File: config.mk
export PLATFORM = sky130hd
export DESIGN_NAME = ms_sched
export DESIGN_NICKNAME = d
export VERILOG_FILES = /design/src/rtl/ms_sched.sv
export SDC_FILE = /design/constraint.sdc
export NUM_CORES = 1
export LEC_CHECK = 0
export CORE_MARGIN = 5
export CORE_UTILIZATION = 45
export CTS_CLUSTER_DIAMETER = 40
export DETAILED_ROUTE_END_ITERATION = 6
export GPL_ROUTABILITY_DRIVEN = 0
export PLACE_DENSITY = 0.73
export SYNTH_ARGS = -nofsm -noshare
export SYNTH_HDL_FRONTEND = slang
export SYNTH_SLANG_ARGS = --single-unit
File: constraint.sdc
create_clock -name clk -period 2.05 [get_ports clk]
set_clock_uncertainty 0.15 [all_clocks]
set_input_delay 0.3075 -clock clk [delete_from_list [all_inputs] [get_ports clk]]
set_output_delay 0.3075 -clock clk [all_outputs]
set_load 0.01 [all_outputs]
File: src/rtl/ms_sched.sv
// Round-robin scheduler sharing one maze-solver core among N_REQ requesters:
// streams the granted 225-bit maze in, forwards results, recovers a hung solver.
module ms_sched #(
  parameter int N_REQ   = 2,
  parameter int TIMEOUT = 512
) (
  input  logic             clk,
  input  logic             rst_n,
  input  logic [N_REQ-1:0] req,
  input  logic [N_REQ-1:0] req_bit,
  output logic [N_REQ-1:0] gnt,
  output logic             sol_in_valid,
  output logic             sol_maze,
  output logic             sol_rst_n,
  input  logic             sol_out_valid,
  input  logic             sol_not_valid,
  input  logic [3:0]       sol_x,
  input  logic [3:0]       sol_y,
  output logic             rsp_valid,
  output logic [1:0]       rsp_id,
  output logic             rsp_not_valid,
  output logic             rsp_timeout,
  output logic [3:0]       rsp_x,
  output logic [3:0]       rsp_y,
  output logic             rsp_done,
  output logic [7:0]       rsp_len
);

  typedef enum logic [2:0] {IDLE, LOAD, WAIT, DRAIN, RECOVER} state_t;

  localparam logic [9:0] WD_LAST  = 10'(TIMEOUT - 1);
  localparam logic [7:0] LOAD_END = 8'd224;

  state_t      r_state;
  logic [1:0]  r_ptr;
  logic [7:0]  r_cnt;
  logic [9:0]  r_wd;
  logic [7:0]  r_len;
  logic        r_rec;

  logic             w_any;
  logic [1:0]       w_win;
  logic [N_REQ-1:0] w_oh;
  logic [1:0]       w_ptr_nxt;
  logic             w_bit;
  int unsigned      w_ptr;
  int unsigned      w_dist;
  int unsigned      w_best;
  int unsigned      w_win_i;

  // Winner is the set request with the smallest rotational distance from r_ptr.
  always_comb begin
    w_any   = 1'b0;
    w_win   = '0;
    w_win_i = 0;
    w_oh    = '0;
    w_ptr   = {30'd0, r_ptr};
    w_best  = N_REQ;
    w_dist  = 0;
    for (int unsigned i = 0; i < N_REQ; i++) begin
      w_dist = (i >= w_ptr) ? (i - w_ptr) : (i + N_REQ - w_ptr);
      if (req[i] && (w_dist < w_best)) begin
        w_best  = w_dist;
        w_win_i = i;
        w_win   = 2'(i);
        w_any   = 1'b1;
      end
    end
    for (int unsigned i = 0; i < N_REQ; i++) begin
      w_oh[i] = w_any && (w_win_i == i);
    end
    w_ptr_nxt = (w_win_i + 1 == N_REQ) ? 2'd0 : 2'(w_win_i + 1);
  end

  // The held one-hot grant selects the serial bit of the owning requester.
  assign w_bit = |(req_bit & gnt);

  always_ff @(posedge clk or negedge rst_n) begin
    if (!rst_n) begin
      r_state       <= IDLE;
      r_ptr         <= '0;
      r_cnt         <= '0;
      r_wd          <= '0;
      r_len         <= '0;
      r_rec         <= 1'b0;
      gnt           <= '0;
      sol_in_valid  <= 1'b0;
      sol_maze      <= 1'b0;
      sol_rst_n     <= 1'b1;
      rsp_valid     <= 1'b0;
      rsp_id        <= '0;
      rsp_not_valid <= 1'b0;
      rsp_timeout   <= 1'b0;
      rsp_x         <= '0;
      rsp_y         <= '0;
      rsp_done      <= 1'b0;
      rsp_len       <= '0;
    end else begin
      sol_in_valid  <= 1'b0;
      sol_maze      <= 1'b0;
      rsp_valid     <= 1'b0;
      rsp_not_valid <= 1'b0;
      rsp_timeout   <= 1'b0;
      rsp_done      <= 1'b0;
      rsp_len       <= '0;
      case (r_state)
        IDLE: begin
          if (w_any) begin
            gnt     <= w_oh;
            rsp_id  <= w_win;
            r_ptr   <= w_ptr_nxt;
            r_cnt   <= '0;
            r_state <= LOAD;
          end
        end
        LOAD: begin
          sol_in_valid <= 1'b1;
          sol_maze     <= w_bit;
          r_cnt        <= r_cnt + 8'd1;
          if (r_cnt == LOAD_END) begin
            gnt     <= '0;
            r_wd    <= '0;
            r_state <= WAIT;
          end
        end
        WAIT: begin
          r_wd <= r_wd + 10'd1;
          if (sol_out_valid) begin
            rsp_valid     <= 1'b1;
            rsp_x         <= sol_x;
            rsp_y         <= sol_y;
            rsp_not_valid <= sol_not_valid;
            r_len         <= sol_not_valid ? 8'd0 : 8'd1;
            r_state       <= DRAIN;
          end else if (r_wd == WD_LAST) begin
            sol_rst_n     <= 1'b0;
            rsp_valid     <= 1'b1;
            rsp_timeout   <= 1'b1;
            rsp_not_valid <= 1'b1;
            rsp_done      <= 1'b1;
            r_rec         <= 1'b0;
            r_state       <= RECOVER;
          end
        end
        DRAIN: begin
          if (sol_out_valid) begin
            rsp_valid     <= 1'b1;
            rsp_x         <= sol_x;
            rsp_y         <= sol_y;
            rsp_not_valid <= sol_not_valid;
            if (!sol_not_valid && (r_len != 8'hFF)) r_len <= r_len + 8'd1;
          end else begin
            rsp_done <= 1'b1;
            rsp_len  <= r_len;
            r_state  <= IDLE;
          end
        end
        RECOVER: begin
          if (!r_rec) begin
            r_rec <= 1'b1;
          end else begin
            r_rec     <= 1'b0;
            sol_rst_n <= 1'b1;
            r_state   <= IDLE;
          end
        end
        default: r_state <= IDLE;
      endcase
    end
  end

endmodule

Word-level counts from Yosys, hierarchy flattened
Index checks and enable logic that the tools add are counted.
Widths: inputs -> output; s select.
- bits in registers: 59
- input bits: 16
- output and inout port bits: 27
- logic and storage cells: 121
- add/sub/neg operators: 8
- order comparisons: 4
- equality and inequality tests: 19
- multiplexer cells: 48
- bitwise gates (word level): 1
- reductions and logical operators: 23
- operators by type and width (operator ; count):
    $mux 32 ; 3
    $mux 8 ; 6
    $add 32x1->32 const B ; 1
    $eq 32x1->1 const B ; 1
    $eq 32x2->1 const B ; 1
    $logic_not 32->1 ; 1
    $lt 32x2->1 const B ; 1
    $lt 32x32->1 ; 1
    $pmux 8 s2 ; 2
    $pmux 10 s2 ; 1
    $mux 1 ; 19
    $mux 3 ; 6
    $ne 2x2->1 const B ; 9
    $add 8x1->8 const B ; 2
    $pmux 3 s5 ; 1
    $add 10x1->10 const B ; 1
    $eq 10x9->1 const B ; 1
    $mux 10 ; 1
    $pmux 1 s2 ; 5
    $eq 8x8->1 const B ; 1
    $ne 8x8->1 const B ; 1
    $reduce_and 2->1 ; 4
    $reduce_and 4->1 ; 2
    $reduce_bool 2->1 ; 4
    other kinds (16) ; 28

Longest topological paths before layout
- word-level depth: 12
- depth in mapped cells: 8
- depth with buffers taken out: 6

Worst setup path after synthesis
OpenSTA, ideal clock, no wires.
- path kind: register to register
- from: reg r_state[0]
- to: reg r_wd[7]
- library setup time: 130 ps
- arrival: 1600 ps
- data required time: 1770 ps
- slack: 170 ps
- cell stages (with the launch flop): 6
- buffers on the path: 1
- clock period less this slack: 1880 ps
- cells stage by stage: dfrtp_1 buf_2 nor3b_1 nand4_1 o211ai_1 o31ai_1
- cells in the longest elaborated chain, start to end: 3
- elaborated cells between the ends (all ways): 6
- those cells by class: eq/ne (3); mux (1); reduce/logical (2)
- RTL lines (what ; line ; text):
    start: declaration ; 34 ; state_t r_state;
    start signal: assignment ; 80 ; r_state <= IDLE;
    start signal: assignment ; 113 ; r_state <= LOAD;
    start signal: assignment ; 123 ; r_state <= WAIT;
    $eq 3x1->1 / $eq 3x2->1 (equally long branches) ; 106 ; case (r_state)
    $ne 2x2->1 (no line) / $reduce_bool 2->1 (equally long branches) ; - ;
    $reduce_and 2->1 (no line) ; - ;
    end signal: assignment ; 127 ; r_wd <= r_wd + 10'd1;
    end: declaration ; 37 ; logic [9:0] r_wd;
Several ways; a longest one is shown, not always the timed one.
A chain may end at the register's enable or synchronous reset.

Worst setup path in the final report
- from: in req[1]
- to: reg r_cnt[7]
- cells in the longest elaborated chain, start to end: 4
- RTL lines (what ; line ; text):
    start: declaration ; 9 ; input logic [N_REQ-1:0] req,
    $logic_and 1x1->1 ; 62 ; if (req[i] && (w_dist < w_best)) begin
    $mux 1 ; 62 ;
    $ne 2x2->1 (no line) ; - ;
    $reduce_and 2->1 (no line) ; - ;
    end signal: assignment ; 119 ; r_cnt <= r_cnt + 8'd1;
    end: declaration ; 36 ; logic [7:0] r_cnt;
Every way passes these cells.

==> impl_metrics.py <==
metrics = {
    "run_status": {
        "outcome": "finished, final reports clean",
    },
    "global_routing": {
        "grt_pass1_wl_um": 9570,
        "grtUsageTotal_pct": 16.3,
        "antenna_found_initial": 0,
        "grt_pass1_vias": 2155,
        "grt-ovfl-total": 0,
        "grt_max_degree": 35,
    },
    "cts": {
        "holdBufCountCts": 1,
        "cts_resized": 0,
        "htreeDepth": 3,
        "clk_pin_slew_ns": 0.07,
        "postCtsSetupRepairBufs": 0,
        "clkLatencyLatePin_ns": 0.34,
        "clockBufferDepth": 2,
        "cts_tree": "built",
        "cts_root_buf": "clkbuf_8",
        "cts_sinks": 57,
        "numCtsBuffers": 9,
    },
    "synthesis": {
        "synth_cell_types": 50,
        "synth_area_um2": 2680,
        "synth_edf_count": 0,
        "syn_area_per_cell_um2": 9.74,
        "ys_seq_elements": 57,
        "synth-async-reset-ratio_pct": 100,
        "synth_ff_type": "dfrtp_1",
        "ys_seq_area_share_pct": 53.3,
        "syn_inst": 275,
        "yosys_warnings": 0,
    },
    "route": {
        "routed.top_layer": "met4",
        "wl_per_cell_um": 13.1,
        "antenna_left": 0,
        "met2WireLength_um": 2480,
        "vias_per_cell": 5.28,
        "wl_met3_um": 380,
        "drc_errors": 0,
        "met1_length_um": 2550,
        "drt_iter0_drc": 74,
        "firstDrtPassIters": 4,
        "wl_um": 5530,
        "via_count": 2221,
    },
    "floorplan": {
        "ios": 43,
        "dieArea_um2": 7590,
        "die_w_um": 87.1,
        "rows": 28,
        "fp.dieH_um": 87.1,
        "start_util_pct": 45.8,
        "core_um2": 5850,
    },
    "critical_path": {
        "timing.rr.end": "r_rec",
        "slowest_delay_ns": 0.47,
        "worstPathArrival_ns": 2.00,
        "start_kind": "input pin",
        "crit_path_end_kind": "flop",
        "path_class": "input pin to flop",
        "path_buf_inv": 1,
        "cp_slowest_cell": "clkdlybuf4s50_1",
        "worstPathRequired_ns": 2.12,
        "endpoint": "r_cnt[7]",
        "cp_max_fo": 5,
        "r2r_slack_ns": 0.15,
        "critPathLaunch": "req[1]",
        "crit_chain": "clkdlybuf4s50_1 -> or4b_1 -> o2111ai_1 -> nand2_1 -> a221o_1",
        "crit_cells": 5,
        "reg2regPathDepth": 4,
        "reg2reg_from": "r_state[2]",
        "critical-path-top-delay-family": "simple AND/OR/NAND/NOR gates",
    },
    "layout": {
        "fin_util_pct": 60.1,
        "area_delta_synth_final_pct": 31.4,
        "fin_nets": 364,
        "drive_gt1_share_pct": 11.6,
        "num_antenna_cells": 0,
    },
    "sta": {
        "tns_ns": 0,
        "period_share_pct": 94.5,
        "fin_crit_ns": 1.94,
        "rsz0062_at_grt": "no",
        "slew_headroom_pct": 59.9,
        "whs_ns": 0.307,
        "worst_slew_pin_slew_ns": 0.597,
        "setup_viol": 0,
        "fmax_mhz": 516,
        "hold_viol": 0,
        "slew_viol_final": 0,
        "layout_setup_ws_ns": 0.114,
    },
    "hold_path": {
        "min-delay-path-class": "input pin to async pin",
    },
    "place": {
        "dp_hpwl_um": 3990,
        "post-place-ws_ns": -0.235,
        "port_buffers": 41,
    },
    "power": {
        "powerDensity_nw_per_um2": 804,
        "peakVddDrop_v": 0.000478,
        "p_leak_nw": 1.61,
    },
    "run": {
        "drv_cap": 0,
    },
}
-- flip-flops by register name, summed over array words and instances (netlist names) --
name and flops:
sol_in_valid 1, r_state 3, rsp_valid 1, rsp_len 8, r_rec 1, r_cnt 8, sol_maze 1, r_len 8
rsp_timeout 1, r_wd 10, rsp_y 4, sol_rst_n 1, gnt 2, rsp_not_valid 1, rsp_x 4, rsp_done 1
rsp_id 1, r_ptr 1
-- synthesized netlist by cell type, types with 5 or more instances --
| cell | count | area share [%] |
|---|---|---|
| and3_1 | 5 | 1.2 |
| nand3_1 | 16 | 3.0 |
| dfrtp_1 | 56 | 52 |
| o21ai_0 | 17 | 3.2 |
| nand4_1 | 5 | 1.2 |
| nor2_1 | 10 | 1.4 |
| inv_1 | 6 | 0.84 |
| and2_1 | 13 | 3.0 |
| nand2_1 | 55 | 7.7 |
| ha_1 | 7 | 3.3 |
| a21oi_1 | 13 | 2.4 |
| o31ai_1 | 6 | 1.7 |
-- metrics by stage --
stage                     cells  cell area, um2  power, W
after floorplan             279            2690   0.00156
after global placement      404            3300   0.00171
after detailed placement    404            3300   0.00173
after CTS                   421            3520   0.00285
after global routing        421            3520   0.00299
final                       421            3520   0.00283
-- cell families after synthesis --
logic type      synth area share [%]
mux                             1.50
fa+ha+maj                       3.27
other cells                    0.280
simple gates                    24.9
compound gates                  13.5
xor+xnor                       0.654
buf+inv                         2.57
flops                           53.3
-- routing by layer --
| metal | vias up | track usage, % |
|---|---|---|
| li1 | 1105 | - |
| met1 | 1035 | 20.9 |
| met2 | 69 | 25.3 |
| met3 | 12 | 4.54 |
| met4 | 0 | 7.95 |
| met5 | - | 0 |
-- where the power goes --
part / internal [W] / leakage [nW] / switching, W
Clock: 0.000677 / 0.106 / 0.000438
Combinational: 0.000209 / 0.749 / 0.000166
Sequential: 0.00123 / 0.757 / 0.000112
-- worst reg2reg max path, cell delays in order, from the launching register on --
cell and delay (ns):
dfrtp_1 0.45, or3b_1 0.44, or3_4 0.36, or2_4 0.25, nor3b_1 0.14
-- cell usage in the layout (no fill, tap or decap), types with 3 or more instances in the layout --
cell              n
a21oi_1          13
and2_1           13
and3_1            5
buf_4            17
clkbuf_8          9
clkdlybuf4s50_1  40
clkinv_2          3
conb_1            6
dfrtp_1          56
ha_1              7
inv_1             6
mux2i_1           4
nand2_1          55
nand2b_1          3
nand3_1          16
nand4_1           5
nor2_1           10
nor3_1            4
nor3b_1           3
o211ai_1          3
o21ai_0          17
o31ai_1           6
-- worst min-delay path by stage --
stage,slack [ns],start,cells past startpoint,endpoint
2_1_floorplan,-0.14,rst_n,0,gnt[0]
3_3_place_gp,0.13,rst_n,1,rsp_len[7]
3_5_place_dp,0.14,rst_n,1,rsp_len[6]
4_1_cts,0.32,rst_n,2,rsp_len[6]
5_1_grt,0.36,rst_n,2,rsp_len[6]
6_report,0.31,rst_n,2,rsp_len[6]
-- layout make-up --
class                   instances  area, um2
multi-input cells             206       1200
clock inverters                 6       82.6
fillers                       470       2330
flip-flops and latches         57       1430
well taps                      75       93.8
inverters                       7       26.3
repair buffers                 60        563
clock buffers                  10        128
(Power assumes the default switching activity.)
